==> src/rtl/alu_mc_pkg.sv <==
// Shared opcodes, flag bit positions and FSM encoding for the multi-cycle ALU.
package alu_mc_pkg;
  localparam logic [3:0] OP_ADD = 4'd0;
  localparam logic [3:0] OP_ADC = 4'd1;
  localparam logic [3:0] OP_SUB = 4'd2;
  localparam logic [3:0] OP_SBB = 4'd3;
  localparam logic [3:0] OP_AND = 4'd4;
  localparam logic [3:0] OP_OR  = 4'd5;
  localparam logic [3:0] OP_XOR = 4'd6;
  localparam logic [3:0] OP_NOT = 4'd7;
  localparam logic [3:0] OP_MOV = 4'd8;
  localparam logic [3:0] OP_SHL = 4'd9;
  localparam logic [3:0] OP_SHR = 4'd10;
  localparam logic [3:0] OP_ROL = 4'd11;
  localparam logic [3:0] OP_ROR = 4'd12;
  localparam logic [3:0] OP_MUL = 4'd13;
  localparam logic [3:0] OP_DIV = 4'd14;

  localparam int FLAG_V = 3;
  localparam int FLAG_S = 2;
  localparam int FLAG_C = 1;
  localparam int FLAG_Z = 0;

  typedef enum logic [1:0] {ST_IDLE, ST_RUN, ST_DONE} state_e;
endpackage

==> src/rtl/alu_mc_if.sv <==
// Execute-stage request/response bundle for alu_mc.
interface alu_mc_if #(parameter int WIDTH = 16);
  logic             start;
  logic [3:0]       op;
  logic             en_imm;
  logic [WIDTH-1:0] rD_data;
  logic [WIDTH-1:0] rS_data;
  logic [WIDTH-1:0] immediate;
  logic [3:0]       flags_in;
  logic [WIDTH-1:0] out;
  logic [WIDTH-1:0] out_hi;
  logic [3:0]       flags_out;
  logic             busy;
  logic             done;

  modport master (output start, op, en_imm, rD_data, rS_data, immediate, flags_in,
                  input  out, out_hi, flags_out, busy, done);
  modport slave  (input  start, op, en_imm, rD_data, rS_data, immediate, flags_in,
                  output out, out_hi, flags_out, busy, done);
endinterface

==> src/rtl/alu_mc_seq.sv <==
// Iterative MUL (shift-add) / DIV (restoring) engine; one bit per step, WIDTH steps.
module alu_mc_seq #(parameter int WIDTH = 16) (
  input  logic             clk,
  input  logic             rst,
  input  logic             load,
  input  logic             is_div,
  input  logic [WIDTH-1:0] a,
  input  logic [WIDTH-1:0] b,
  input  logic             step,
  output logic             last,
  output logic [WIDTH-1:0] res_lo,
  output logic [WIDTH-1:0] res_hi
);
  localparam int SHW = $clog2(WIDTH);

  // hi: product high half / partial remainder; lo: multiplier bits / quotient bits
  logic [WIDTH-1:0] hi_q, hi_d, lo_q, lo_d, b_q, b_d;
  logic             div_q, div_d;
  logic [SHW-1:0]   cnt_q, cnt_d;
  logic [WIDTH:0]   sum, rem_sh, trial;

  // One iteration of either algorithm, or a fresh load
  always_comb begin
    hi_d   = hi_q;
    lo_d   = lo_q;
    b_d    = b_q;
    div_d  = div_q;
    cnt_d  = cnt_q;
    sum    = {1'b0, hi_q} + (lo_q[0] ? {1'b0, b_q} : '0);
    rem_sh = {hi_q, lo_q[WIDTH-1]};
    trial  = rem_sh - {1'b0, b_q};
    if (load) begin
      hi_d  = '0;
      lo_d  = a;
      b_d   = b;
      div_d = is_div;
      cnt_d = '0;
    end else if (step) begin
      cnt_d = cnt_q + 1'b1;
      if (div_q) begin
        // remainder stays below b, so a successful trial fits in WIDTH bits
        if (!trial[WIDTH]) begin
          hi_d = trial[WIDTH-1:0];
          lo_d = {lo_q[WIDTH-2:0], 1'b1};
        end else begin
          hi_d = rem_sh[WIDTH-1:0];
          lo_d = {lo_q[WIDTH-2:0], 1'b0};
        end
      end else begin
        hi_d = sum[WIDTH:1];
        lo_d = {sum[0], lo_q[WIDTH-1:1]};
      end
    end
  end

  // Sequencer state registers
  always_ff @(posedge clk or posedge rst) begin
    if (rst) begin
      hi_q  <= '0;
      lo_q  <= '0;
      b_q   <= '0;
      div_q <= 1'b0;
      cnt_q <= '0;
    end else begin
      hi_q  <= hi_d;
      lo_q  <= lo_d;
      b_q   <= b_d;
      div_q <= div_d;
      cnt_q <= cnt_d;
    end
  end

  assign last   = step && (cnt_q == SHW'(WIDTH - 1));
  assign res_lo = lo_q;
  assign res_hi = hi_q;
endmodule

==> src/rtl/alu_mc.sv <==
// Multi-cycle ALU: 1-cycle datapath plus MUL/DIV sequencer behind start/busy/done.
module alu_mc import alu_mc_pkg::*; #(
  parameter  int WIDTH = 16,
  localparam int SHW   = $clog2(WIDTH)
) (
  input  logic    clk,
  input  logic    rst,
  alu_mc_if.slave bus
);
  state_e           state_q, state_d;
  logic [WIDTH-1:0] a_q, a_d, b_q, b_d, out_q, out_d, hi_q, hi_d;
  logic [3:0]       op_q, op_d, flags_q, flags_d;
  logic             cin_q, cin_d, busy_q, busy_d, done_q, done_d;

  logic [WIDTH-1:0]   b_sel, res, res_hi, seq_lo, seq_hi;
  logic [WIDTH:0]     sum;
  logic [2*WIDTH-1:0] rot;
  logic [SHW-1:0]     sh;
  logic               is_long, accept, seq_last, c, v, z;

  assign b_sel   = bus.en_imm ? bus.immediate : bus.rS_data;
  assign is_long = (bus.op == OP_MUL) || (bus.op == OP_DIV && b_sel != '0);
  // a finishing MUL/DIV still shows busy in its DONE cycle, so no overlap there
  assign accept  = bus.start && !busy_q && (state_q != ST_RUN);
  assign sh      = b_q[SHW-1:0];

  alu_mc_seq #(.WIDTH(WIDTH)) u_seq (
    .clk(clk), .rst(rst),
    .load(accept && is_long), .is_div(bus.op == OP_DIV),
    .a(bus.rD_data), .b(b_sel),
    .step(state_q == ST_RUN), .last(seq_last),
    .res_lo(seq_lo), .res_hi(seq_hi)
  );

  // Result and flags from the captured operands (and sequencer for MUL/DIV)
  always_comb begin
    res    = '0;
    res_hi = '0;
    sum    = '0;
    rot    = '0;
    c      = 1'b0;
    v      = 1'b0;
    case (op_q)
      OP_ADD, OP_ADC: begin
        sum = {1'b0, a_q} + {1'b0, b_q} + (WIDTH+1)'(cin_q && op_q == OP_ADC);
        res = sum[WIDTH-1:0];
        c   = sum[WIDTH];
        v   = (a_q[WIDTH-1] == b_q[WIDTH-1]) && (res[WIDTH-1] != a_q[WIDTH-1]);
      end
      OP_SUB, OP_SBB: begin
        sum = {1'b0, a_q} - {1'b0, b_q} - (WIDTH+1)'(cin_q && op_q == OP_SBB);
        res = sum[WIDTH-1:0];
        c   = sum[WIDTH];
        v   = (a_q[WIDTH-1] != b_q[WIDTH-1]) && (res[WIDTH-1] != a_q[WIDTH-1]);
      end
      OP_AND: res = a_q & b_q;
      OP_OR:  res = a_q | b_q;
      OP_XOR: res = a_q ^ b_q;
      OP_NOT: res = ~a_q;
      OP_MOV: res = b_q;
      OP_SHL: begin
        sum = {1'b0, a_q} << sh;
        res = sum[WIDTH-1:0];
        c   = sum[WIDTH];
      end
      OP_SHR: begin
        sum = {a_q, 1'b0} >> sh;
        res = sum[WIDTH:1];
        c   = sum[0];
      end
      OP_ROL: begin
        rot = {a_q, a_q} << sh;
        res = rot[2*WIDTH-1:WIDTH];
        c   = res[0];
      end
      OP_ROR: begin
        rot = {a_q, a_q} >> sh;
        res = rot[WIDTH-1:0];
        c   = res[WIDTH-1];
      end
      OP_MUL: begin
        res    = seq_lo;
        res_hi = seq_hi;
        c      = |seq_hi;
        v      = |seq_hi;
      end
      OP_DIV: begin
        if (b_q == '0) begin
          res    = '1;
          res_hi = a_q;
          v      = 1'b1;
        end else begin
          res    = seq_lo;
          res_hi = seq_hi;
        end
      end
      default: res = '0;
    endcase
    z = (op_q == OP_MUL) ? ~|{seq_hi, seq_lo} : ~|res;
  end

  // Control FSM: capture on accept, iterate in RUN, publish results in DONE
  always_comb begin
    state_d = state_q;
    a_d     = a_q;
    b_d     = b_q;
    op_d    = op_q;
    cin_d   = cin_q;
    out_d   = out_q;
    hi_d    = hi_q;
    flags_d = flags_q;
    done_d  = 1'b0;
    busy_d  = (state_q == ST_RUN);
    case (state_q)
      ST_RUN:  if (seq_last) state_d = ST_DONE;
      ST_DONE: begin
        out_d   = res;
        hi_d    = res_hi;
        flags_d = {v, res[WIDTH-1], c, z};
        done_d  = 1'b1;
        state_d = ST_IDLE;
      end
      default: state_d = ST_IDLE;
    endcase
    if (accept) begin
      a_d     = bus.rD_data;
      b_d     = b_sel;
      op_d    = bus.op;
      cin_d   = bus.flags_in[FLAG_C];
      state_d = is_long ? ST_RUN : ST_DONE;
    end
  end

  // All state and outputs registered; reset aborts any op in flight
  always_ff @(posedge clk or posedge rst) begin
    if (rst) begin
      state_q <= ST_IDLE;
      a_q     <= '0;
      b_q     <= '0;
      op_q    <= '0;
      cin_q   <= 1'b0;
      out_q   <= '0;
      hi_q    <= '0;
      flags_q <= '0;
      busy_q  <= 1'b0;
      done_q  <= 1'b0;
    end else begin
      state_q <= state_d;
      a_q     <= a_d;
      b_q     <= b_d;
      op_q    <= op_d;
      cin_q   <= cin_d;
      out_q   <= out_d;
      hi_q    <= hi_d;
      flags_q <= flags_d;
      busy_q  <= busy_d;
      done_q  <= done_d;
    end
  end

  assign bus.out       = out_q;
  assign bus.out_hi    = hi_q;
  assign bus.flags_out = flags_q;
  assign bus.busy      = busy_q;
  assign bus.done      = done_q;
endmodule
==> src/flat_wrapper.sv <==
// flat-port wrapper written by rule: the top's interface ports become plain ports
module alu_mc_flat import alu_mc_pkg::*;
#(
  parameter  int WIDTH = 16,
  localparam int SHW   = $clog2(WIDTH)
)
  (clk, rst, bus_start, bus_op, bus_en_imm, bus_rD_data, bus_rS_data, bus_immediate, bus_flags_in, bus_out, bus_out_hi, bus_flags_out, bus_busy, bus_done);
  alu_mc_if #(.WIDTH(WIDTH)) bus_i ();
  input  logic clk;
  input  logic rst;
  input wire logic [$bits(bus_i.start)-1:0] bus_start;
  input wire logic [$bits(bus_i.op)-1:0] bus_op;
  input wire logic [$bits(bus_i.en_imm)-1:0] bus_en_imm;
  input wire logic [$bits(bus_i.rD_data)-1:0] bus_rD_data;
  input wire logic [$bits(bus_i.rS_data)-1:0] bus_rS_data;
  input wire logic [$bits(bus_i.immediate)-1:0] bus_immediate;
  input wire logic [$bits(bus_i.flags_in)-1:0] bus_flags_in;
  output wire logic [$bits(bus_i.out)-1:0] bus_out;
  output wire logic [$bits(bus_i.out_hi)-1:0] bus_out_hi;
  output wire logic [$bits(bus_i.flags_out)-1:0] bus_flags_out;
  output wire logic [$bits(bus_i.busy)-1:0] bus_busy;
  output wire logic [$bits(bus_i.done)-1:0] bus_done;
  assign bus_i.start = bus_start;
  assign bus_i.op = bus_op;
  assign bus_i.en_imm = bus_en_imm;
  assign bus_i.rD_data = bus_rD_data;
  assign bus_i.rS_data = bus_rS_data;
  assign bus_i.immediate = bus_immediate;
  assign bus_i.flags_in = bus_flags_in;
  assign bus_out = bus_i.out;
  assign bus_out_hi = bus_i.out_hi;
  assign bus_flags_out = bus_i.flags_out;
  assign bus_busy = bus_i.busy;
  assign bus_done = bus_i.done;
  alu_mc #(.WIDTH(WIDTH)) u_core (.clk(clk), .rst(rst), .bus(bus_i));
endmodule
==> config.mk <==
export PLATFORM = sky130hd
export DESIGN_NAME = alu_mc_flat
export DESIGN_NICKNAME = d
export VERILOG_FILES = /design/src/rtl/alu_mc_pkg.sv /design/src/rtl/alu_mc_if.sv /design/src/rtl/alu_mc_seq.sv /design/src/rtl/alu_mc.sv /design/src/flat_wrapper.sv
export SDC_FILE = /design/constraint.sdc
export NUM_CORES = 1
export LEC_CHECK = 0
export BUFFER_PORTS_ARGS = -buffer_cell sky130_fd_sc_hd__buf_2
export CAP_MARGIN = 20
export CORE_AREA = 2 2 184 186
export CTS_CLUSTER_SIZE = 8
export DETAILED_ROUTE_END_ITERATION = 8
export DIE_AREA = 0 0 186 188
export PLACE_DENSITY = 0.67
export SYNTH_ARGS = -nofsm -noshare
export SYNTH_HDL_FRONTEND = slang
export SYNTH_SLANG_ARGS = --single-unit
==> constraint.sdc <==
create_clock -name clk -period 4.9 [get_ports clk]
set_input_delay 0 -clock clk [delete_from_list [all_inputs] [get_ports clk]]
set_output_delay 0 -clock clk [all_outputs]
set_load 0.1 [all_outputs]
==> impl_metrics.yaml <==
clocking:
  cts-root-buf: "clkbuf_16"
  cts_buffers: 17
  cts_hold_buf: 54
  clk_latency_ns: 0.45
  path_clk_slew_ns: 0.07
  cts_tree: "built"
  cts_sinks: 129
  h-tree-depth: 4
  cts_setup_buffers: 0
  post_cts_resized: 0
  cts_max_path_buffers: 2
timing:
  rsz0062_at_grt: "no"
  setup_viol: 0
  hold_viol_final: 0
  max_slew.worst_pin.slew_ns: 1.03
  slew_violations: 0
  min_period_over_period_pct: 84.8
  tns_ns: 0
  relSlewSlack_pct: 31.0
  clock.fmax_mhz: 241
  setup_ws_ns: 0.747
  skew_ns: 0.0197
  fin_crit_ns: 4.15
run_status:
  outcome: "finished, final reports clean"
synthesis:
  ys_types: 85
  syn_area_per_cell_um2: 8.31
  ys_warn_count: 0
  synth.area.top_cells: "dfrtp_1, ha_1, mux2i_1"
  synthesis.area_um2: 13000
  ys_seq_area_share_pct: 24.8
  async_flop_share_pct: 100
  synth_cells: 1563
  yosys_register_bits: 129
  synth_nets: 1725
  synth.top_cell.area_share_pct: 24.8
  synth.largest_area_cell: "dfrtp_1"
  synth_ff_type: "dfrtp_1"
  synth_edf_count: 0
final_layout:
  ff_latch_area_um2: 3230
  utilization_pct: 46.0
  drive_gt1_share_pct: 16.0
  synthToLayoutAreaGrowth_pct: 17.2
  stdcell_area_um2: 15200
  fin_nets: 1844
  multi_input_area_um2: 8980
  insertedDiodeCount: 0
  fillerInstances: 3241
power:
  peakVddDrop_uv: 419
  power_leakage_nw: 6.77
  power.density_nw_per_um2: 570
  total_power_mw: 8.67
global_routing:
  grtUsageMet1_pct: 43.6
  grtUsageMet3_pct: 6.08
  gr-usage-met2_pct: 47.9
  grt_pass1_wl_um: 83700
  grt-ovfl-total: 0
  track_usage_pct: 32.0
  grt_max_degree: 89
  busiest_layer: "met2"
  grt_pass1_vias: 13100
  antenna_found_initial: 1
worst_setup_path:
  worstReg2RegStart: "u_core.a_q[11]"
  r2r-end: "u_core.bus.flags_out[0]"
  crit_fanout: 16
  cp.arrival_ns: 4.52
  worstSetupEndpoint: "u_core.bus.flags_out[0]"
  rrSetupSlack_ns: 0.75
  required_ns: 5.27
  worstSetupStartpoint: "u_core.a_q[11]"
  critical_path_class: "flip-flop to flip-flop"
  cp-end-kind: "flip-flop"
  rr_worst_depth: 13
  start_kind: "flip-flop"
drt:
  drtPass1Iterations: 6
  drc: 0
  via_count: 13600
  ant_nets: 0
  totalWireLength_um: 55100
  first_iter_violations: 1650
  vias_per_cell: 6.36
  wl_per_cell_um: 25.7
run:
  cap_violations: 0
placement:
  placed_area_um2: 14100
  dp_hpwl_um: 40500
  post-place-ws_ns: 0.799
  place_congestion: 1.04
  io_buffers: 94
die:
  coreArea_um2: 33100
  die_area_um2: 35000
  io_pins: 98
  std_cell_rows: 67
  start_util_pct: 39.2
  die_w_um: 186
  fp.dieH_um: 188
hold_path:
  hold_class: "primary input to flip-flop"
==> worst max-delay path: stages, from the launching register on <==
cell,delay [ns]
dfrtp_1,0.91
inv_1,0.20
ha_1,0.24
inv_1,0.05
ha_1,0.23
nor2_1,0.08
mux2i_1,0.20
o22ai_1,0.17
a2111oi_0,0.49
o221ai_1,0.20
a211oi_1,0.47
o221ai_1,0.32
nand4b_1,0.27
o31ai_2,0.25
==> metal layers <==
| layer | up-vias | routed length, µm |
|---|---|---|
| li1 | 6031 | - |
| met1 | 6685 | 22900 |
| met5 | - | 0 |
| met4 | 0 | 3180 |
| met3 | 166 | 4730 |
| met2 | 750 | 24300 |
==> state kept, by name, indices dropped and copies added, names as in the netlist, 2 cells and up <==
register              flops
u_core.a_q               16
u_core.b_q               16
u_core.bus.out_hi        16
u_core.u_seq.b_q         16
u_core.u_seq.res_hi      16
u_core.u_seq.res_lo      16
u_core.bus.out           15
u_core.bus.flags_out      4
u_core.op_q               4
u_core.u_seq.cnt_q        4
u_core.state_q            2
==> synth_stat cells (all sizes together) (16+ instances only) <==
cell	count
a221oi	26
mux2	21
a221o	16
o22ai	16
a21o	19
ha	96
inv	94
o211ai	16
xor2	20
and2	20
xnor2	29
nor3	39
dfrtp	129
nand3	26
a21oi	98
buf	42
a22oi	17
nor4	31
o21ai	96
nand2	136
nor2	168
mux4	34
a211oi	24
mux2i	83
clkbuf	68
==> layout make-up <==
type,count,share of cell area (%)
Timing Repair Buffer,210,9.78
Inverter,96,2.40
Sequential cell,129,21.2
Multi-Input combinational cell,1228,59.0
Clock inverter,14,1.06
Clock buffer,18,2.88
Tap cell,448,3.68
==> through the flow <==
stage	instances	hold slack, ns
finish	2143	0.0248
global placement	2057	0.236
global route	2143	0.0268
floorplan	1563	0.101
detailed placement	2057	0.237
CTS	2143	0.00447
==> power by group <==
part           leakage [nW]  switching [mW]  internal, mW
clock                 0.296           0.532         0.810
sequential             1.58           0.506          1.39
combinational          4.90            3.54          1.89
==> cell usage in the layout (no fill, tap or decap), types with 23 or more instances in the layout <==
cell           synthesis  layout
mux4_2                34      34
nand3_1               26      26
nand2_1              136     136
buf_2                 21      94
inv_1                 91      90
xnor2_1               29      29
o21ai_0               91      91
a221oi_1              25      25
buf_4                  5      61
nor2_1               168     167
nor4_1                29      29
ha_1                  96      96
nor3_1                38      37
dlygate4sd3_1          0      54
mux2i_1               83      83
dfrtp_1              129     125
a211oi_1              23      23
a21oi_1               98      98
==> worst min path at each step <==
stage,cells after the start,from,end
final,3,bus_rS_data[15],u_core.b_q[15]
after global routing,3,bus_rS_data[6],u_core.b_q[6]
after CTS,3,bus_rS_data[6],u_core.b_q[6]
after detailed placement,2,rst,u_core.bus.out[1]
after global placement,2,rst,u_core.bus.out[0]
after floorplan,1,bus_op[0],u_core.u_seq.div_q
==> logic make-up after synthesis <==
family,Yosys count,synth area share (%)
mux,138,14.1
simple gates,492,17.7
buf+inv,206,6.35
xor+xnor,49,3.30
fa+ha+maj,102,10.2
compound gates,447,23.5
flops,129,24.8
No activity file was read; power rests on OpenSTA's default activity.
